[src/rtl/alu_issue_if.sv]
`default_nettype none
// ============================================================================
// Interface : alu_issue_if
// Purpose   : Bundles the request, response and ALU-side signals of the
//             alu_issue block.
// Modports  : slave  - the issue block (accepts requests, drives ALU operands,
//                      returns responses)
//             master - the environment (offers requests, consumes responses,
//                      provides the ALU result)
// Signals   : req_valid/req_ready, req_instr[13:0], req_a/req_b[19:0],
//             req_cin, req_chain, alu_instruction[13:0], alu_a/alu_b[19:0],
//             alu_cin, alu_result[19:0], alu_carry_out, rsp_valid/rsp_ready,
//             rsp_result[19:0], rsp_carry, busy
// Revision  : 1.0 - initial release
// ============================================================================
interface alu_issue_if;
  // request channel
  logic        req_valid;
  logic        req_ready;
  logic [13:0] req_instr;
  logic [19:0] req_a;
  logic [19:0] req_b;
  logic        req_cin;
  logic        req_chain;

  // ALU side
  logic [13:0] alu_instruction;
  logic [19:0] alu_a;
  logic [19:0] alu_b;
  logic        alu_cin;
  logic [19:0] alu_result;
  logic        alu_carry_out;

  // response channel
  logic        rsp_valid;
  logic        rsp_ready;
  logic [19:0] rsp_result;
  logic        rsp_carry;

  // status
  logic        busy;

  modport slave (
    input  req_valid, req_instr, req_a, req_b, req_cin, req_chain,
    output req_ready,
    output alu_instruction, alu_a, alu_b, alu_cin,
    input  alu_result, alu_carry_out,
    output rsp_valid, rsp_result, rsp_carry,
    input  rsp_ready,
    output busy
  );

  modport master (
    output req_valid, req_instr, req_a, req_b, req_cin, req_chain,
    input  req_ready,
    input  alu_instruction, alu_a, alu_b, alu_cin,
    output alu_result, alu_carry_out,
    input  rsp_valid, rsp_result, rsp_carry,
    output rsp_ready,
    input  busy
  );
endinterface
`default_nettype wire

[src/rtl/alu_issue.sv]
`default_nettype none
// ============================================================================
// Module    : alu_issue
// Purpose   : Single-outstanding issue stage for a multi-cycle ALU. Accepts
//             one request, holds the operands on the ALU inputs, waits
//             ALU_LATENCY cycles, captures the ALU result and offers it on a
//             valid/ready response channel.
// Ports     : clk          - clock, all state changes on rising edge
//             rst_n        - asynchronous active-low reset
//             bus (slave)  - request / ALU / response / busy signals
// Params    : ALU_LATENCY  - cycles from operands stable to result sampled
//                            (legal range 1..15)
// Options   : ALU_ISSUE_CARRY_CHAIN_EN - when defined, a chain register keeps
//             the carry of the last completed response and req_chain selects
//             it as the carry-in of the next operation.
// Revision  : 1.0 - initial release
// ============================================================================
module alu_issue #(
  parameter int ALU_LATENCY = 1
) (
  input  wire logic  clk,
  input  wire logic  rst_n,
  alu_issue_if.slave bus
);

  // --------------------------------------------------------------------------
  // Constants
  // --------------------------------------------------------------------------
  localparam logic [1:0] c_S_IDLE = 2'd0;
  localparam logic [1:0] c_S_EXEC = 2'd1;
  localparam logic [1:0] c_S_RESP = 2'd2;

  localparam logic [3:0] c_LAT = 4'(ALU_LATENCY);

  // --------------------------------------------------------------------------
  // Declarations
  // --------------------------------------------------------------------------
  logic [1:0]  r_state;
  logic [1:0]  w_state_nxt;

  logic [3:0]  r_cnt;
  logic [13:0] r_alu_instr;
  logic [19:0] r_alu_a;
  logic [19:0] r_alu_b;
  logic        r_alu_cin;
  logic [19:0] r_rsp_result;
  logic        r_rsp_carry;

  logic        w_accept;
  logic        w_capture;
  logic        w_rsp_hs;
  logic        w_cin_sel;

  logic        w_req_ready;
  logic        w_rsp_valid;
  logic        w_busy;

  // --------------------------------------------------------------------------
  // Control events
  // --------------------------------------------------------------------------
  assign w_accept  = (r_state == c_S_IDLE) && bus.req_valid;
  // The count is never below 1 while in EXEC; "<= 1" keeps the FSM from
  // stalling should the counter ever be corrupted.
  assign w_capture = (r_state == c_S_EXEC) && (r_cnt <= 4'd1);
  assign w_rsp_hs  = (r_state == c_S_RESP) && bus.rsp_ready;

  // --------------------------------------------------------------------------
  // Carry-in selection
  // --------------------------------------------------------------------------
`ifdef ALU_ISSUE_CARRY_CHAIN_EN
  logic r_chain;

  // The chain register follows completed responses only, so an operation
  // discarded by reset never contributes its carry.
  always_ff @(posedge clk or negedge rst_n) begin
    if (!rst_n) begin
      r_chain <= 1'b0;
    end else if (w_rsp_hs) begin
      r_chain <= r_rsp_carry;
    end
  end

  assign w_cin_sel = bus.req_chain ? r_chain : bus.req_cin;
`else
  logic w_unused_chain;

  assign w_unused_chain = bus.req_chain;
  assign w_cin_sel      = bus.req_cin;
`endif

  // --------------------------------------------------------------------------
  // FSM: state register
  // --------------------------------------------------------------------------
  always_ff @(posedge clk or negedge rst_n) begin
    if (!rst_n) begin
      r_state <= c_S_IDLE;
    end else begin
      r_state <= w_state_nxt;
    end
  end

  // --------------------------------------------------------------------------
  // FSM: next-state logic
  // --------------------------------------------------------------------------
  always_comb begin
    w_state_nxt = r_state;
    case (r_state)
      c_S_IDLE: begin
        if (bus.req_valid) begin
          w_state_nxt = c_S_EXEC;
        end
      end
      c_S_EXEC: begin
        if (r_cnt <= 4'd1) begin
          w_state_nxt = c_S_RESP;
        end
      end
      c_S_RESP: begin
        if (bus.rsp_ready) begin
          w_state_nxt = c_S_IDLE;
        end
      end
      default: begin
        w_state_nxt = c_S_IDLE;
      end
    endcase
  end

  // --------------------------------------------------------------------------
  // FSM: output decode
  // --------------------------------------------------------------------------
  always_comb begin
    w_req_ready = 1'b0;
    w_rsp_valid = 1'b0;
    w_busy      = 1'b1;
    case (r_state)
      c_S_IDLE: begin
        w_req_ready = 1'b1;
        w_busy      = 1'b0;
      end
      c_S_EXEC: begin
        w_req_ready = 1'b0;
      end
      c_S_RESP: begin
        w_rsp_valid = 1'b1;
      end
      default: begin
        w_req_ready = 1'b0;
      end
    endcase
  end

  // --------------------------------------------------------------------------
  // Datapath: operand hold, countdown and result capture
  // --------------------------------------------------------------------------
  // Operands are loaded only on acceptance, so they stay on the ALU inputs
  // through EXEC, RESP and the following IDLE period.
  always_ff @(posedge clk or negedge rst_n) begin
    if (!rst_n) begin
      r_cnt        <= 4'd0;
      r_alu_instr  <= 14'd0;
      r_alu_a      <= 20'd0;
      r_alu_b      <= 20'd0;
      r_alu_cin    <= 1'b0;
      r_rsp_result <= 20'd0;
      r_rsp_carry  <= 1'b0;
    end else begin
      if (w_accept) begin
        r_alu_instr <= bus.req_instr;
        r_alu_a     <= bus.req_a;
        r_alu_b     <= bus.req_b;
        r_alu_cin   <= w_cin_sel;
        r_cnt       <= c_LAT;
      end else if ((r_state == c_S_EXEC) && (r_cnt != 4'd0)) begin
        r_cnt <= r_cnt - 4'd1;
      end

      if (w_capture) begin
        r_rsp_result <= bus.alu_result;
        r_rsp_carry  <= bus.alu_carry_out;
      end
    end
  end

  // --------------------------------------------------------------------------
  // Output drive
  // --------------------------------------------------------------------------
  assign bus.req_ready       = w_req_ready;
  assign bus.rsp_valid       = w_rsp_valid;
  assign bus.busy            = w_busy;
  assign bus.alu_instruction = r_alu_instr;
  assign bus.alu_a           = r_alu_a;
  assign bus.alu_b           = r_alu_b;
  assign bus.alu_cin         = r_alu_cin;
  assign bus.rsp_result      = r_rsp_result;
  assign bus.rsp_carry       = r_rsp_carry;

endmodule
`default_nettype wire

[src/flat_wrapper.sv]
// flat-port wrapper written by rule: the top's interface ports become plain ports
module alu_issue_flat 
#(
  parameter int ALU_LATENCY = 1
)
  (clk, rst_n, bus_req_valid, bus_req_instr, bus_req_a, bus_req_b, bus_req_cin, bus_req_chain, bus_req_ready, bus_alu_instruction, bus_alu_a, bus_alu_b, bus_alu_cin, bus_alu_result, bus_alu_carry_out, bus_rsp_valid, bus_rsp_result, bus_rsp_carry, bus_rsp_ready, bus_busy);
  alu_issue_if bus_i ();
  input  wire logic clk;
  input  wire logic rst_n;
  input wire logic [$bits(bus_i.req_valid)-1:0] bus_req_valid;
  input wire logic [$bits(bus_i.req_instr)-1:0] bus_req_instr;
  input wire logic [$bits(bus_i.req_a)-1:0] bus_req_a;
  input wire logic [$bits(bus_i.req_b)-1:0] bus_req_b;
  input wire logic [$bits(bus_i.req_cin)-1:0] bus_req_cin;
  input wire logic [$bits(bus_i.req_chain)-1:0] bus_req_chain;
  output wire logic [$bits(bus_i.req_ready)-1:0] bus_req_ready;
  output wire logic [$bits(bus_i.alu_instruction)-1:0] bus_alu_instruction;
  output wire logic [$bits(bus_i.alu_a)-1:0] bus_alu_a;
  output wire logic [$bits(bus_i.alu_b)-1:0] bus_alu_b;
  output wire logic [$bits(bus_i.alu_cin)-1:0] bus_alu_cin;
  input wire logic [$bits(bus_i.alu_result)-1:0] bus_alu_result;
  input wire logic [$bits(bus_i.alu_carry_out)-1:0] bus_alu_carry_out;
  output wire logic [$bits(bus_i.rsp_valid)-1:0] bus_rsp_valid;
  output wire logic [$bits(bus_i.rsp_result)-1:0] bus_rsp_result;
  output wire logic [$bits(bus_i.rsp_carry)-1:0] bus_rsp_carry;
  input wire logic [$bits(bus_i.rsp_ready)-1:0] bus_rsp_ready;
  output wire logic [$bits(bus_i.busy)-1:0] bus_busy;
  assign bus_i.req_valid = bus_req_valid;
  assign bus_i.req_instr = bus_req_instr;
  assign bus_i.req_a = bus_req_a;
  assign bus_i.req_b = bus_req_b;
  assign bus_i.req_cin = bus_req_cin;
  assign bus_i.req_chain = bus_req_chain;
  assign bus_req_ready = bus_i.req_ready;
  assign bus_alu_instruction = bus_i.alu_instruction;
  assign bus_alu_a = bus_i.alu_a;
  assign bus_alu_b = bus_i.alu_b;
  assign bus_alu_cin = bus_i.alu_cin;
  assign bus_i.alu_result = bus_alu_result;
  assign bus_i.alu_carry_out = bus_alu_carry_out;
  assign bus_rsp_valid = bus_i.rsp_valid;
  assign bus_rsp_result = bus_i.rsp_result;
  assign bus_rsp_carry = bus_i.rsp_carry;
  assign bus_i.rsp_ready = bus_rsp_ready;
  assign bus_busy = bus_i.busy;
  alu_issue #(.ALU_LATENCY(ALU_LATENCY)) u_core (.clk(clk), .rst_n(rst_n), .bus(bus_i));
endmodule
[config.mk]
export PLATFORM = sky130hd
export DESIGN_NAME = alu_issue_flat
export DESIGN_NICKNAME = d
export VERILOG_FILES = /design/src/rtl/alu_issue_if.sv /design/src/rtl/alu_issue.sv /design/src/flat_wrapper.sv
export SDC_FILE = /design/constraint.sdc
export NUM_CORES = 1
export LEC_CHECK = 0
export BUFFER_PORTS_ARGS = -buffer_cell sky130_fd_sc_hd__buf_2
export CAP_MARGIN = 20
export CORE_MARGIN = 2
export CORE_UTILIZATION = 30
export CTS_BUF_LIST = sky130_fd_sc_hd__clkbuf_4
export CTS_CLUSTER_DIAMETER = 120
export CTS_CLUSTER_SIZE = 14
export DETAILED_ROUTE_END_ITERATION = 6
export GPL_ROUTABILITY_DRIVEN = 0
export PLACE_DENSITY_LB_ADDON = 0.25
export SYNTH_ARGS = -nofsm -noshare
export SYNTH_HDL_FRONTEND = slang
export SYNTH_SLANG_ARGS = --single-unit
[constraint.sdc]
create_clock -name clk -period 1.94 [get_ports clk]
set_input_delay 0.388 -clock clk [delete_from_list [all_inputs] [get_ports clk]]
set_output_delay 0.388 -clock clk [all_outputs]
set_load 0.01 [all_outputs]
==> flow_metrics.env <==
export IMPL_grt_pass1_wl_um=10600
export IMPL_syn_nets=284
export IMPL_clkTransAtPathRegs_ps=130
export IMPL_outcome="finished, final reports clean"
export IMPL_fmax_mhz=595
export IMPL_slew_headroom=0.768
export IMPL_finalPower_mw=7.39
export IMPL_setup_tns_ps=0
export IMPL_fin_skew_ps=20.7
export IMPL_drt_total_wl_um=6630
export IMPL_final_cell_mix="buf_2, dfrtp_1, mux2_2"
export IMPL_syn_inst=200
export IMPL_pin_count=160
export IMPL_slew_viol_final=0
export IMPL_hpwl_um=4830
export IMPL_wl_per_cell_um=13.1
export IMPL_synth_adder_area_share=0.0117
export IMPL_rsz0062_at_grt="no"
export IMPL_cts_root_buf="clkbuf_4"
export IMPL_place_area_um2=4200
export IMPL_power_frac_seq=0.410
export IMPL_ys_warn_count=0
export IMPL_grt_usage=0.118
export IMPL_vias_per_cell=4.33
export IMPL_nets=451
export IMPL_synth_area_um2=3200
export IMPL_grt_busiest_layer="met2"
export IMPL_use_met1=0.139
export IMPL_vias=2199
export IMPL_grt_pass1_vias=2290
export IMPL_nFillCells=997
export IMPL_synth_cell_types=25
export IMPL_h_tree_depth=3
export IMPL_p_switching_mw=2.43
export IMPL_die_h_um=107
export IMPL_async_reset_ff_frac=1.00
export IMPL_hold_ws_ps=191
export IMPL_synth_main_ff_cell="dfrtp_1"
export IMPL_drcViolationCount=0
export IMPL_cts_buffer_depth=2
export IMPL_yosys_area_share_simple=0.0387
export IMPL_layout_commonest_cell="buf_2"
export IMPL_min_path_type="primary input to flip-flop"
export IMPL_synth_area_leaders="dfrtp_1, mux2_2, ha_1, buf_6, nor4_4"
export IMPL_synth_yosys_seq_area_share=0.641
export IMPL_ys_ff_latch=82
export IMPL_end_kind="flip-flop"
export IMPL_critPathArrivalTime_ps=2010
export IMPL_period_needed_ps=1680
export IMPL_die_area_um2=11500
export IMPL_switching_share=0.328
export IMPL_drive_gt1_frac=0.694
export IMPL_cts_made_buffers=9
export IMPL_p_int_mw=4.96
export IMPL_synth_xor_area_frac=0
export IMPL_worst_pin_slew_ps=348
export IMPL_dp_cells=491
export IMPL_cp_required_ps=2270
export IMPL_diodes=0
export IMPL_p_leak_nw=2.13
export IMPL_antenna_found_initial=0
export IMPL_cp_max_fo=5
export IMPL_clkPwrFrac=0.169
export IMPL_cap_violations=0
export IMPL_antenna_left=0
export IMPL_worstSetupStartpointType="flip-flop"
export IMPL_grt_overflow=0
export IMPL_firstDrtPassIters=4
export IMPL_setup_viol=0
export IMPL_use_met3=0.0515
export IMPL_synth_top_family_by_area="multiplexers"
export IMPL_insertion_delay_ps=410
export IMPL_row_count=37
export IMPL_min_period_over_period=0.867
export IMPL_first_iter_violations=52
export IMPL_comb_power_share=0.421
export IMPL_synth_mux_area_frac=0.267
export IMPL_cts_sinks=82
export IMPL_critPathKind="flip-flop to flip-flop"
export IMPL_ir_worst_vdd_mv=0.503
export IMPL_grt_max_degree=42
export IMPL_core_region_area_um2=10300
export IMPL_die_w_um=107
export IMPL_grt_use_met2=0.193
export IMPL_synth_compound_area_share=0.0172
export IMPL_synth_edf_count=0
export IMPL_post_cts_buffers=0
export IMPL_syn_to_final_growth_pct=37.3
export IMPL_layout_cells_non_filler=508
export IMPL_yosys_area_top_type_share=0.641
export IMPL_start_util=0.310
export IMPL_cts_tree="done"
export IMPL_fin_area_um2=4400
export IMPL_port_buffers=158
export IMPL_finalHoldViolCount=0
export IMPL_syn_avg_cell_area_um2=16.0
export IMPL_p_per_area_nw_per_um2=1680
export IMPL_yosys_area_top_type="dfrtp_1"
export IMPL_cts_resized=0
what timing repair did:
item | 4_1_cts | 5_1_grt
endpoints found under the setup margin | 0 | 0
hold buffers | 1 | 0
endpoints found under the hold margin | 24 | 0
registers in the layout (all words and copies together) (netlist names):
name and count:
u_core.r_state 2, u_core.r_cnt 4, u_core.bus.alu_a 20, u_core.bus.rsp_carry 1, u_core.bus.alu_instruction 14, u_core.bus.alu_cin 1
u_core.bus.rsp_result 20, u_core.bus.alu_b 20
logic make-up (layout without fill, tap and decap cells):
group / after synthesis / count (layout)
flops: 82 / 82
mux: 76 / 76
simple gates: 17 / 17
buf+inv: 13 / 185
compound gates: 9 / 9
fa+ha+maj: 3 / 3
through the flow:
step                       util  setup slack (ps)
after global routing      0.426               134
after floorplan               -               371
after global placement    0.407               302
after detailed placement  0.407               262
final                     0.426               258
after CTS                 0.426               215
per-layer routing:
layer  up-vias  wire (um)  part of all wire
li1       1039          -                 -
met1      1054       2810              0.42
met2       100       3100              0.47
met3         6        670              0.10
met4         0         53            0.0080
met5         -          0                 0
worst paths after layout:
kind / start / depth (start not counted) / endpoint / slack [ps]
max reg2reg: u_core.r_cnt[0]$_DFFE_PN0P_ / 5 / u_core.r_cnt[1]$_DFFE_PN0P_ / 260
max in group asynchronous: rst_n / 3 / u_core.bus.alu_a[19]$_DFFE_PN0P_ / 970
min reg2reg: u_core.bus.rsp_result[18]$_DFFE_PN0P_ / 1 / u_core.bus.rsp_result[18]$_DFFE_PN0P_ / 500
min in group asynchronous: rst_n / 2 / u_core.bus.rsp_result[17]$_DFFE_PN0P_ / 410
max: u_core.r_cnt[0]$_DFFE_PN0P_ / 5 / u_core.r_cnt[1]$_DFFE_PN0P_ / 260
min: bus_alu_result[18] / 2 / u_core.bus.rsp_result[18]$_DFFE_PN0P_ / 190
power groups by stage:
| stage | Sequential, mW | Clock [mW] | Combinational, mW |
|---|---|---|---|
| 2_1_floorplan | 3.45 | 0 | 1.51 |
| 3_3_place_gp | 3.03 | 0 | 3.12 |
| 3_5_place_dp | 3.07 | 0 | 3.18 |
| 4_1_cts | 3.04 | 1.31 | 3.18 |
| 5_1_grt | 3.16 | 1.39 | 3.40 |
| 6_report | 3.03 | 1.25 | 3.11 |
synthesized netlist by cell type, types with 2 or more instances:
library cell / count
dfrtp_1: 82
nor2_1: 2
buf_4: 2
buf_6: 2
nand3_1: 2
ha_1: 3
mux2_2: 75
a21oi_1: 4
nor2b_1: 3
a211oi_1: 2
inv_1: 5
or4_1: 2
buf_2: 4
area by class of cell:
type / count / area (um^2) / share of cell area
sequential: 82 / 2050 / 0.467
multi-input combinational: 105 / 1080 / 0.245
timing repair buffer: 164 / 891 / 0.203
tap: 136 / 170 / 0.0387
clock inverter: 5 / 103 / 0.0233
clock buffer: 11 / 82.6 / 0.0188
inverter: 5 / 18.8 / 0.00427
critical path: stages (launching register included):
cell and delay, ps:
dfrtp_1 440, inv_1 90, ha_1 180, or3b_2 480, and2_1 190, a211oi_1 230
No activity file was read; power rests on OpenSTA's default activity.
